[src/rtl/serial_adder_pkg.sv]
// Shared definitions for the bit-serial adder: FSM state encoding and default width.
// Latency: n/a (declarations only).
// Backpressure: n/a (declarations only).
package serial_adder_pkg;

   // Default operand/result width in bits (legal range 1..32)
   localparam int DEF_WIDTH = 8;

   // Controller states: waiting for operands, shifting bits, presenting result
   typedef enum logic [1:0] {
      IDLE = 2'd0,
      RUN  = 2'd1,
      DONE = 2'd2
   } state_t;

endpackage

[src/rtl/fa_cell.sv]
// One-bit full adder used as the single arithmetic slice of the serial adder.
// Latency: purely combinational, zero cycles.
// Backpressure: none; outputs follow inputs.
module fa_cell (
   input  logic a,
   input  logic b,
   input  logic c,
   output logic s,
   output logic co
);

   assign s  = a ^ b ^ c;
   assign co = (a & b) | (a & c) | (b & c);

endmodule

[src/rtl/serial_adder_seq.sv]
// Bit-serial unsigned adder: {cout,sum} = a + b + cin, one bit per clock through a single full-adder cell.
// Latency: operands accepted in IDLE, WIDTH RUN cycles, result presented in the following cycle.
// Backpressure: result held in DONE until out_ready; in_ready only in IDLE, so no accept on the release edge.
module serial_adder_seq
   import serial_adder_pkg::*;
#(
   parameter int WIDTH = DEF_WIDTH
) (
   input  logic             clk,
   input  logic             rst_n,
   input  logic             in_valid,
   output logic             in_ready,
   input  logic [WIDTH-1:0] a,
   input  logic [WIDTH-1:0] b,
   input  logic             cin,
   output logic             out_valid,
   input  logic             out_ready,
   output logic [WIDTH-1:0] sum,
   output logic             cout
);

   // Counter holds 0..WIDTH, so it never wraps inside one operation
   localparam int             CW       = $clog2(WIDTH + 1);
   localparam logic [CW-1:0]  LAST_BIT = CW'(WIDTH - 1);

   state_t           state;
   logic [WIDTH-1:0] a_sr;
   logic [WIDTH-1:0] b_sr;
   logic [WIDTH-1:0] sum_r;
   logic             carry;
   logic             cout_r;
   logic [CW-1:0]    cnt;
   logic             fa_s;
   logic             fa_c;

   // The only arithmetic: LSBs of the operand shifters plus the running carry
   fa_cell u_fa (
      .a  (a_sr[0]),
      .b  (b_sr[0]),
      .c  (carry),
      .s  (fa_s),
      .co (fa_c)
   );

   // Handshake flags are pure state decodes, so no input reaches them combinationally
   assign in_ready  = (state == IDLE);
   assign out_valid = (state == DONE);
   assign sum       = sum_r;
   assign cout      = cout_r;

   // Controller, operand shifters and result registers; reset wins over any handshake
   always_ff @(posedge clk) begin
      if (!rst_n) begin
         state  <= IDLE;
         a_sr   <= '0;
         b_sr   <= '0;
         sum_r  <= '0;
         carry  <= 1'b0;
         cout_r <= 1'b0;
         cnt    <= '0;
      end else begin
         case (state)
            IDLE: begin
               if (in_valid) begin
                  a_sr  <= a;
                  b_sr  <= b;
                  carry <= cin;
                  cnt   <= '0;
                  state <= RUN;
               end
            end
            RUN: begin
               // New bit enters at the MSB end; after WIDTH shifts bit 0 sits at the LSB
               sum_r <= (sum_r >> 1) | (WIDTH'(fa_s) << (WIDTH - 1));
               a_sr  <= a_sr >> 1;
               b_sr  <= b_sr >> 1;
               carry <= fa_c;
               cnt   <= cnt + CW'(1);
               if (cnt == LAST_BIT) begin
                  // Separate carry-out register so cout survives the next capture of cin
                  cout_r <= fa_c;
                  state  <= DONE;
               end
            end
            DONE: begin
               if (out_ready) begin
                  state <= IDLE;
               end
            end
            default: state <= IDLE;
         endcase
      end
   end

endmodule

[config.mk]
export PLATFORM = sky130hd
export DESIGN_NAME = serial_adder_seq
export DESIGN_NICKNAME = d
export VERILOG_FILES = /design/src/rtl/serial_adder_pkg.sv /design/src/rtl/fa_cell.sv /design/src/rtl/serial_adder_seq.sv
export SDC_FILE = /design/constraint.sdc
export NUM_CORES = 1
export LEC_CHECK = 0
export CAP_MARGIN = 20
export CORE_MARGIN = 2
export CORE_UTILIZATION = 55
export CTS_CLUSTER_SIZE = 40
export DETAILED_ROUTE_END_ITERATION = 10
export DONT_BUFFER_PORTS = 1
export GPL_TIMING_DRIVEN = 0
export PLACE_DENSITY_LB_ADDON = 0.2
export SLEW_MARGIN = 20
export SYNTH_ARGS = -nofsm -noshare
export SYNTH_HDL_FRONTEND = slang
export SYNTH_SLANG_ARGS = --single-unit
[constraint.sdc]
create_clock -name clk -period 1.55 [get_ports clk]
set_clock_uncertainty 0.15 [all_clocks]
set_input_delay 0.3875 -clock clk [delete_from_list [all_inputs] [get_ports clk]]
set_output_delay 0.3875 -clock clk [all_outputs]
set_load 0.02 [all_outputs]
==> impl_metrics.py, run 1 <==
metrics = {
    "cts": {
        "clk_latency_ns": 0.35,
        "numCtsBuffers": 5,
        "clkTransAtPathRegs_ns": 0.10,
        "clock_path_buffers": 2,
        "cts_tree": "done",
        "cts_root_buf": "clkbuf_4",
        "holdBufCountCts": 0,
        "h-tree-depth": 2,
        "clkSinkCount": 32,
    },
    "sta": {
        "setup_viol": 0,
        "fin_setup_tns_ns": 0,
        "drv_slew": 0,
        "rsz0062_at_grt": "true",
        "layout_setup_ws_ns": 0.00560,
        "max_slew.worst_pin.slew_ns": 0.477,
        "fmaxAchievable_ghz": 0.648,
        "hold_viol_final": 0,
        "fin_crit_ns": 1.54,
        "min_period_over_period_pct": 99.6,
        "relSlewSlack_pct": 68.2,
    },
    "power": {
        "ir_drop_v": 0.000616,
        "p_leak_nw": 0.556,
        "combPwrFrac_pct": 12.5,
        "p_int_mw": 1.12,
        "p_seq_share_pct": 58.1,
        "swShare_pct": 28.2,
        "clkPwrFrac_pct": 29.4,
        "powerDensity_nw_per_um2": 1030,
        "p_switching_mw": 0.438,
    },
    "placed_design": {
        "hpwlAfterDp_microns": 2030,
        "place_ws_ns": -0.185,
        "place.gp.congestion": 0.765,
        "io_buffers": 0,
    },
    "die": {
        "die_area_sq_um": 2840,
        "die_y_microns": 53.3,
        "core_area_sq_um": 2250,
        "io_pins": 32,
        "start_util_pct": 59.4,
        "die_w_microns": 53.3,
        "rows": 17,
    },
    "logic_synthesis": {
        "ys_seq_elements": 32,
        "yosysTopAreaCell": "dfxtp_1",
        "yosysTopAreaCellShare_pct": 47.9,
        "yosysWarnings": 0,
        "ys_types": 32,
        "avgSynthCellArea_sq_um": 8.53,
        "syn_inst": 157,
        "synth.cell_area_sq_um": 1340,
        "syn-num-nets": 180,
        "synth_area_leaders": "dfxtp_1, a21oi_1, nand2_1, o21ai_0, o22ai_1",
        "yosysSeqAreaShare_pct": 47.9,
    },
    "grt": {
        "grt_pass1_wl_microns": 5150,
        "grt-ovfl-total": 0,
        "grt_usage_pct": 25.8,
        "antenna_found_initial": 0,
        "grt_max_degree": 11,
        "grt_pass1_vias": 1166,
    },
    "setup_path": {
        "cp_slowest_cell": "dfxtp_4",
        "path_class": "flip-flop to primary output",
        "critPathMaxStageDelay_ns": 0.40,
        "critPathCaptureType": "primary output",
        "crit_arrival_ns": 1.01,
        "path_buf_inv": 1,
        "startpoint_type": "flip-flop",
        "worstPathCellList": "clkinv_4 -> nor2_4",
        "required_ns": 1.01,
        "critPathLaunch": "state[1]",
        "cp_max_fo": 4,
        "critPathTopFamily": "flip-flops",
        "rrSetupSlack_ns": 0.09,
        "worstReg2RegStart": "state[1]",
    },
    "cells_and_area": {
        "diodes": 0,
        "fin_util_pct": 67.1,
        "area_delta_synth_final_pct": 13.1,
        "fin_nets": 193,
        "drive_above_1_share_pct": 17.6,
        "final_common_cell": "dfxtp_1",
        "layout_common_cells": "dfxtp_1, a21oi_1, nand2_1, o21ai_0",
    },
    "status": {
        "status": "complete, no violations",
    },
    "run": {
        "maxCapViolations": 0,
    },
    "drt": {
        "drc": 0,
        "drt_iter0_drc": 29,
        "firstDrtPassIters": 4,
        "vias_per_cell": 6.13,
        "vias": 1213,
        "finalWirelength_microns": 3250,
        "drtAntennaViolNets": 0,
        "post_drt_wl_per_cell_microns": 16.4,
    },
    "hold_path": {
        "hp-class": "input pin to flip-flop",
        "holdCritStartpoint": "b[7]",
    },
}
[kinds of logic after synthesis]
family | count (synthesis) | synth area share [%]
adder cells (fa/ha/maj) | 2 | 2.43
flip-flops | 32 | 47.9
multiplexers | 2 | 1.50
AO/OA/AOI/OAI | 62 | 27.7
AND/OR/NAND/NOR | 44 | 14.8
buffers and inverters | 15 | 5.79
[area by class of cell]
type                            instances  area, sq um
Buffer                                  9         61.3
Clock buffer                            6         41.3
Clock inverter                          1         5.00
Fill cell                             197          741
Inverter                                3         16.3
Multi-Input combinational cell        110          639
Sequential cell                        32          648
Tap cell                               28         35.0
Timing Repair Buffer                    9         67.6
[state kept, by name, indices dropped and copies added, names as in the netlist]
name	count
a_sr	8
b_sr	8
sum	8
cnt	4
state	2
carry	1
cout	1
[final timing paths]
path	end	cells after the start
min reg2reg	b_sr[7]	2
min	b_sr[7]	2
max	out_valid	2
max reg2reg	cnt[3]	5
[synth_stat cells (all sizes together)]
master and number:
fa 1, o21ba 1, buf 9, a22oi 1, and4b 1, a21oi 24
a32oi 2, and2b 1, or3 1, o22ai 9, dfxtp 32, nand3 2
nor2 12, nand2 22, o32a 1, a31oi 1, o21a 1, ha 1
o21ai 15, mux2i 2, o2bb2ai 6, clkinv 1, nor3 2, and2 1
inv 2, o21bai 1, nand2b 2, clkbuf 3
[metrics by stage]
step	cells	cell area, sq um	power [mW]	hold slack [ns]
after CTS	200	1540	1.55	0.0700
after global routing	198	1510	1.63	0.0706
final	198	1510	1.55	0.0688
after floorplan	157	1350	1.06	0.304
after detailed placement	185	1380	1.10	0.331
after global placement	185	1380	1.09	0.334
[power groups by stage]
| stage | logic, mW | registers, mW | clock network (mW) |
|---|---|---|---|
| after floorplan | 0.144 | 0.912 | 0 |
| after global placement | 0.172 | 0.917 | 0 |
| after detailed placement | 0.179 | 0.919 | 0 |
| after CTS | 0.198 | 0.900 | 0.453 |
| after global routing | 0.217 | 0.909 | 0.499 |
| final | 0.194 | 0.904 | 0.457 |
[what timing repair did]
item                       CTS  global route
setup buffers                8             1
gates resized for setup     15             3
cloned                       0             0
setup endpoints to repair    2            11
pin swaps                    1             2
[worst reg2reg max path, cell delays in order, from the launching register on]
cell and delay, ns:
dfxtp_4 0.38, buf_4 0.15, nand2b_4 0.13, buf_6 0.13, or3_1 0.33, a31oi_1 0.12
[routing by layer]
metal | up-vias | global-route usage, % | wire length, microns | share of wire [%]
li1 | 585 | - | - | -
met1 | 578 | 32.4 | 1400 | 43
met2 | 41 | 39.9 | 1540 | 47
met3 | 9 | 9.60 | 222 | 6.8
met4 | 0 | 9.40 | 81 | 2.5
met5 | - | 0 | 0 | 0
(Power assumes the default switching activity.)
==> inputs of run 2 (changes only) <==
MAX_ROUTING_LAYER = met4   (was unset)
==> run 2 against run 1 <==
Effect of this change:
- clock power about the same
- non-clock buffer count unchanged
- count of clock-buffer cells in the layout unchanged
- sequential share of layout area unchanged
- worst setup slack got worse by 0.0042 ns
- critical path depth unchanged
==> impl_metrics.py, run 2 (synthesis gave the netlist of run 1 again) <==
metrics = {
    "grt": {
        "grt_max_degree": 11,
        "antenna_found_initial": 0,
        "grt_usage_pct": 26.4,
        "grt_pass1_wl_microns": 5150,
        "grt-ovfl-total": 0,
        "grt_pass1_vias": 1166,
    },
    "setup_path": {
        "critPathTopFamily": "flip-flops",
        "required_ns": 1.01,
        "cp_max_fo": 4,
        "path_buf_inv": 1,
        "critPathMaxStageDelay_ns": 0.41,
        "critPathCaptureType": "primary output",
        "cp_slowest_cell": "dfxtp_4",
        "crit_arrival_ns": 1.01,
        "path_class": "flip-flop to primary output",
        "worstPathCellList": "clkinv_4 -> nor2_4",
        "rrSetupSlack_ns": 0.08,
        "startpoint_type": "flip-flop",
    },
    "cts": {
        "h-tree-depth": 2,
        "cts_root_buf": "clkbuf_4",
        "clkSinkCount": 32,
        "clk_latency_ns": 0.35,
        "cts_tree": "done",
        "clkTransAtPathRegs_ns": 0.10,
        "clock_path_buffers": 2,
        "numCtsBuffers": 5,
    },
    "drt": {
        "wl_met1_microns": 1400,
        "drt_iter0_drc": 27,
        "post_drt_wl_per_cell_microns": 16.5,
        "drtAntennaViolNets": 0,
        "dr.max_layer_used": "met4",
        "drc": 0,
        "vias": 1222,
        "dr_wl_met3_microns": 260,
        "route.met2.wl_microns": 1550,
        "firstDrtPassIters": 5,
        "vias_per_cell": 6.17,
        "finalWirelength_microns": 3260,
    },
    "sta": {
        "max_slew.worst_pin.slew_ns": 0.469,
        "relSlewSlack_pct": 68.8,
        "hold_viol_final": 0,
        "rsz0062_at_grt": "true",
        "setup_viol": 0,
        "fmaxAchievable_ghz": 0.646,
        "min_period_over_period_pct": 99.9,
        "layout_setup_ws_ns": 0.00140,
        "fin_crit_ns": 1.55,
        "drv_slew": 0,
    },
    "cells_and_area": {
        "layout_common_cells": "dfxtp_1, a21oi_1, nand2_1, o21ai_0",
        "diodes": 0,
        "fin_nets": 193,
        "final_common_cell": "dfxtp_1",
        "finalNonFillerCells": 198,
        "fill_cells": 197,
        "area_delta_synth_final_pct": 13.1,
        "fin_util_pct": 67.1,
        "drive_above_1_share_pct": 17.6,
        "design_area_sq_um": 1510,
    },
    "placed_design": {
        "hpwlAfterDp_microns": 2030,
        "place.gp.congestion": 0.775,
        "io_buffers": 0,
        "post_dp_cell_area_sq_um": 1380,
        "placed_cells": 185,
        "place_ws_ns": -0.185,
    },
    "die": {
        "io_pins": 32,
        "die_y_microns": 53.3,
        "die_area_sq_um": 2840,
        "core_area_sq_um": 2250,
        "rows": 17,
        "die_w_microns": 53.3,
        "start_util_pct": 59.4,
    },
    "run": {
        "maxCapViolations": 0,
    },
    "power": {
        "power_mw": 1.56,
        "ir_drop_v": 0.000616,
        "powerDensity_nw_per_um2": 1030,
        "p_leak_nw": 0.556,
    },
    "hold_path": {
        "hp-class": "input pin to flip-flop",
    },
    "status": {
        "status": "complete, no violations",
    },
}
[run 2: cell counts in the layout (fill, tap and decap cells not counted)]
Identical to the previous run, type by type.
[run 2: metrics by stage]
stage	setup TNS [ns]	hold slack, ns
after global routing	-0.0317	0.0706
after detailed placement	-0.185	0.331
after CTS	-0.112	0.0700
after global placement	-0.191	0.334
after floorplan	0	0.304
final	0	0.0693
[run 2: what timing repair did]
action | 4_1_cts | 5_1_grt
endpoints found under the hold margin | 0 | 0
buffers inserted | 8 | 1
endpoints found under the setup margin | 2 | 11
hold buffers | 0 | 0
pin swaps | 1 | 2
gates cloned | 0 | 0
gates resized for setup | 15 | 3
[run 2: final cells by class]
class,count,area (sq um),area share [%]
tap,28,35.0,2.31
multi-input combinational,110,639,42.2
buffer,9,61.3,4.05
timing repair buffer,9,67.6,4.46
clock buffer,6,41.3,2.73
clock inverter,1,5.00,0.331
sequential,32,648,42.8
inverter,3,16.3,1.07
[run 2: worst paths after layout]
check,startpoint,end,depth (start not counted)
max,state[1],out_valid,2
min,b[7],b_sr[7],2
max reg2reg,state[1],cnt[3],5
min reg2reg,b_sr[7],b_sr[7],2
[run 2: layer usage]
metal | up-vias | global-route usage, %
met4 | 0 | 9.40
met5 | - | -
met3 | 7 | 9.60
li1 | 583 | -
met1 | 578 | 32.2
met2 | 54 | 40.1
[run 2: power breakdown]
group	total, mW	switching, mW	internal (mW)
combinational	0.195	0.112	0.0829
sequential	0.904	0.0364	0.867
clock	0.458	0.291	0.167
total	1.56	0.439	1.12
==> inputs of run 3 (changes only) <==
--- a/constraint.sdc
+++ b/constraint.sdc
@@ -3,3 +3,3 @@
 set_input_delay 0.3875 -clock clk [delete_from_list [all_inputs] [get_ports clk]]
 set_output_delay 0.3875 -clock clk [all_outputs]
-set_load 0.02 [all_outputs]
+set_load 0.01 [all_outputs]
==> run 3 against run 2 <==
Effect of this change:
- worst setup slack better by 0.035 ns
- sequential share of layout area up 0.54 points
- power down 2.9%
- die area unchanged
- first-iteration DRC count down 48%
- core utilization down 0.83 points
==> impl_metrics.py, run 3 (synthesis gave the netlist of run 1 again) <==
metrics = {
    "grt": {
        "grt_usage_pct": 22.7,
        "grt_max_degree": 16,
        "grt-ovfl-total": 0,
        "grt_pass1_wl_microns": 4440,
        "antenna_found_initial": 0,
        "grt_pass1_vias": 1015,
    },
    "setup_path": {
        "path_class": "flip-flop to primary output",
        "rrSetupSlack_ns": 0.07,
        "required_ns": 1.01,
        "critPathCaptureType": "primary output",
        "critPathLaunch": "state[0]",
        "worstReg2RegStart": "state[1]",
        "worstPathCellList": "buf_8 -> nor2_4",
        "r2r_end": "cnt[3]",
        "crit_arrival_ns": 0.98,
        "critPathMaxStageDelay_ns": 0.39,
        "startpoint_type": "flip-flop",
        "critPathTopFamily": "flip-flops",
        "path_buf_inv": 1,
        "cp_max_fo": 9,
        "rr_worst_depth": 5,
        "cp_slowest_cell": "dfxtp_4",
    },
    "die": {
        "io_pins": 32,
        "core_area_sq_um": 2250,
        "die_y_microns": 53.3,
        "rows": 17,
        "die_w_microns": 53.3,
        "die_area_sq_um": 2840,
        "start_util_pct": 59.4,
    },
    "hold_path": {
        "hp-class": "input pin to flip-flop",
        "holdCritStartpoint": "b[7]",
        "worstHoldPathCells": 2,
        "min_to": "b_sr[7]",
    },
    "cts": {
        "cts_tree": "done",
        "numCtsBuffers": 5,
        "clkSinkCount": 32,
        "clk_latency_ns": 0.33,
        "clkTransAtPathRegs_ns": 0.09,
        "h-tree-depth": 2,
        "holdBufCountCts": 0,
        "cts_root_buf": "clkbuf_4",
        "clock_path_buffers": 2,
    },
    "cells_and_area": {
        "final_common_cell": "dfxtp_1",
        "area_delta_synth_final_pct": 11.7,
        "diodes": 0,
        "design_area_sq_um": 1500,
        "multi_input_area_sq_um": 636,
        "fin_nets": 191,
        "layout_common_cells": "dfxtp_1, a21oi_1, nand2_1, o21ai_0, nor2_1",
        "regArea_sq_um": 648,
        "finalNonFillerCells": 196,
        "fill_cells": 202,
        "drive_above_1_share_pct": 16.1,
    },
    "drt": {
        "vias": 1135,
        "finalWirelength_microns": 2890,
        "firstDrtPassIters": 4,
        "drc": 0,
        "vias_per_cell": 5.79,
        "drt_iter0_drc": 14,
        "drtAntennaViolNets": 0,
        "post_drt_wl_per_cell_microns": 14.8,
    },
    "sta": {
        "fin_crit_ns": 1.51,
        "min_period_over_period_pct": 97.7,
        "drv_slew": 0,
        "setup_viol": 0,
        "max_slew.worst_pin.slew_ns": 0.516,
        "hold_viol_final": 0,
        "fmaxAchievable_ghz": 0.661,
        "rsz0062_at_grt": "true",
        "relSlewSlack_pct": 65.5,
        "fin_setup_tns_ns": 0,
    },
    "power": {
        "p_leak_nw": 0.545,
        "ir_drop_v": 0.000750,
        "powerDensity_nw_per_um2": 1010,
    },
    "run": {
        "maxCapViolations": 0,
    },
    "placed_design": {
        "placed_cells": 185,
        "io_buffers": 0,
        "place.gp.congestion": 0.834,
        "hpwlAfterDp_microns": 2060,
        "post_dp_cell_area_sq_um": 1370,
    },
    "status": {
        "status": "complete, no violations",
    },
}
==> run 3: routing by layer <==
metal	GRT usage [%]	vias to the layer above	routed length, microns
li1	-	578	-
met1	27.1	522	1300
met2	34.8	29	1350
met3	8.76	6	189
met4	8.12	0	51
met5	-	-	0
==> run 3: power by group <==
group	internal (mW)	switching [mW]	total [mW]
sequential	0.867	0.0343	0.902
clock	0.167	0.256	0.423
combinational	0.0830	0.104	0.187
total	1.12	0.394	1.51
==> run 3: stage by stage <==
step / setup slack [ns] / util, % / hold WS [ns] / power [mW]
global route: -0.00526 / 66.3 / 0.0759 / 1.59
CTS: -0.0262 / 66.4 / 0.0825 / 1.52
detailed placement: -0.217 / 60.9 / 0.327 / 1.09
global placement: -0.189 / 60.9 / 0.334 / 1.08
floorplan: 0.0173 / - / 0.304 / 1.05
finish: 0.0364 / 66.3 / 0.0944 / 1.51
==> run 3: worst reg2reg max path, stage by stage, from the launching register on <==
cell      delay [ns]
dfxtp_4         0.37
buf_4           0.14
nand2b_4        0.13
buf_6           0.13
or3_1           0.34
a31oi_1         0.16
==> run 3: how the worst max path moves through the flow <==
stage / cells past startpoint / to
3_3_place_gp: 3 / out_valid
2_1_floorplan: 3 / out_valid
3_5_place_dp: 3 / out_valid
5_1_grt: 2 / out_valid
4_1_cts: 3 / out_valid
6_report: 2 / out_valid
==> run 3: timing repair <==
action                                  in CTS  in global routing
setup buffers                                3                  4
pin swaps                                    0                  2
endpoints found under the setup margin       2                  2
resized for setup                           16                  2
==> run 3: layout make-up <==
class	instances	area share, %
clock buffers	6	2.76
well taps	28	2.34
flip-flops and latches	32	43.3
clock inverters	1	0.335
repair buffers	7	3.51
inverters	3	1.09
plain buffers	9	4.10
multi-input cells	110	42.5
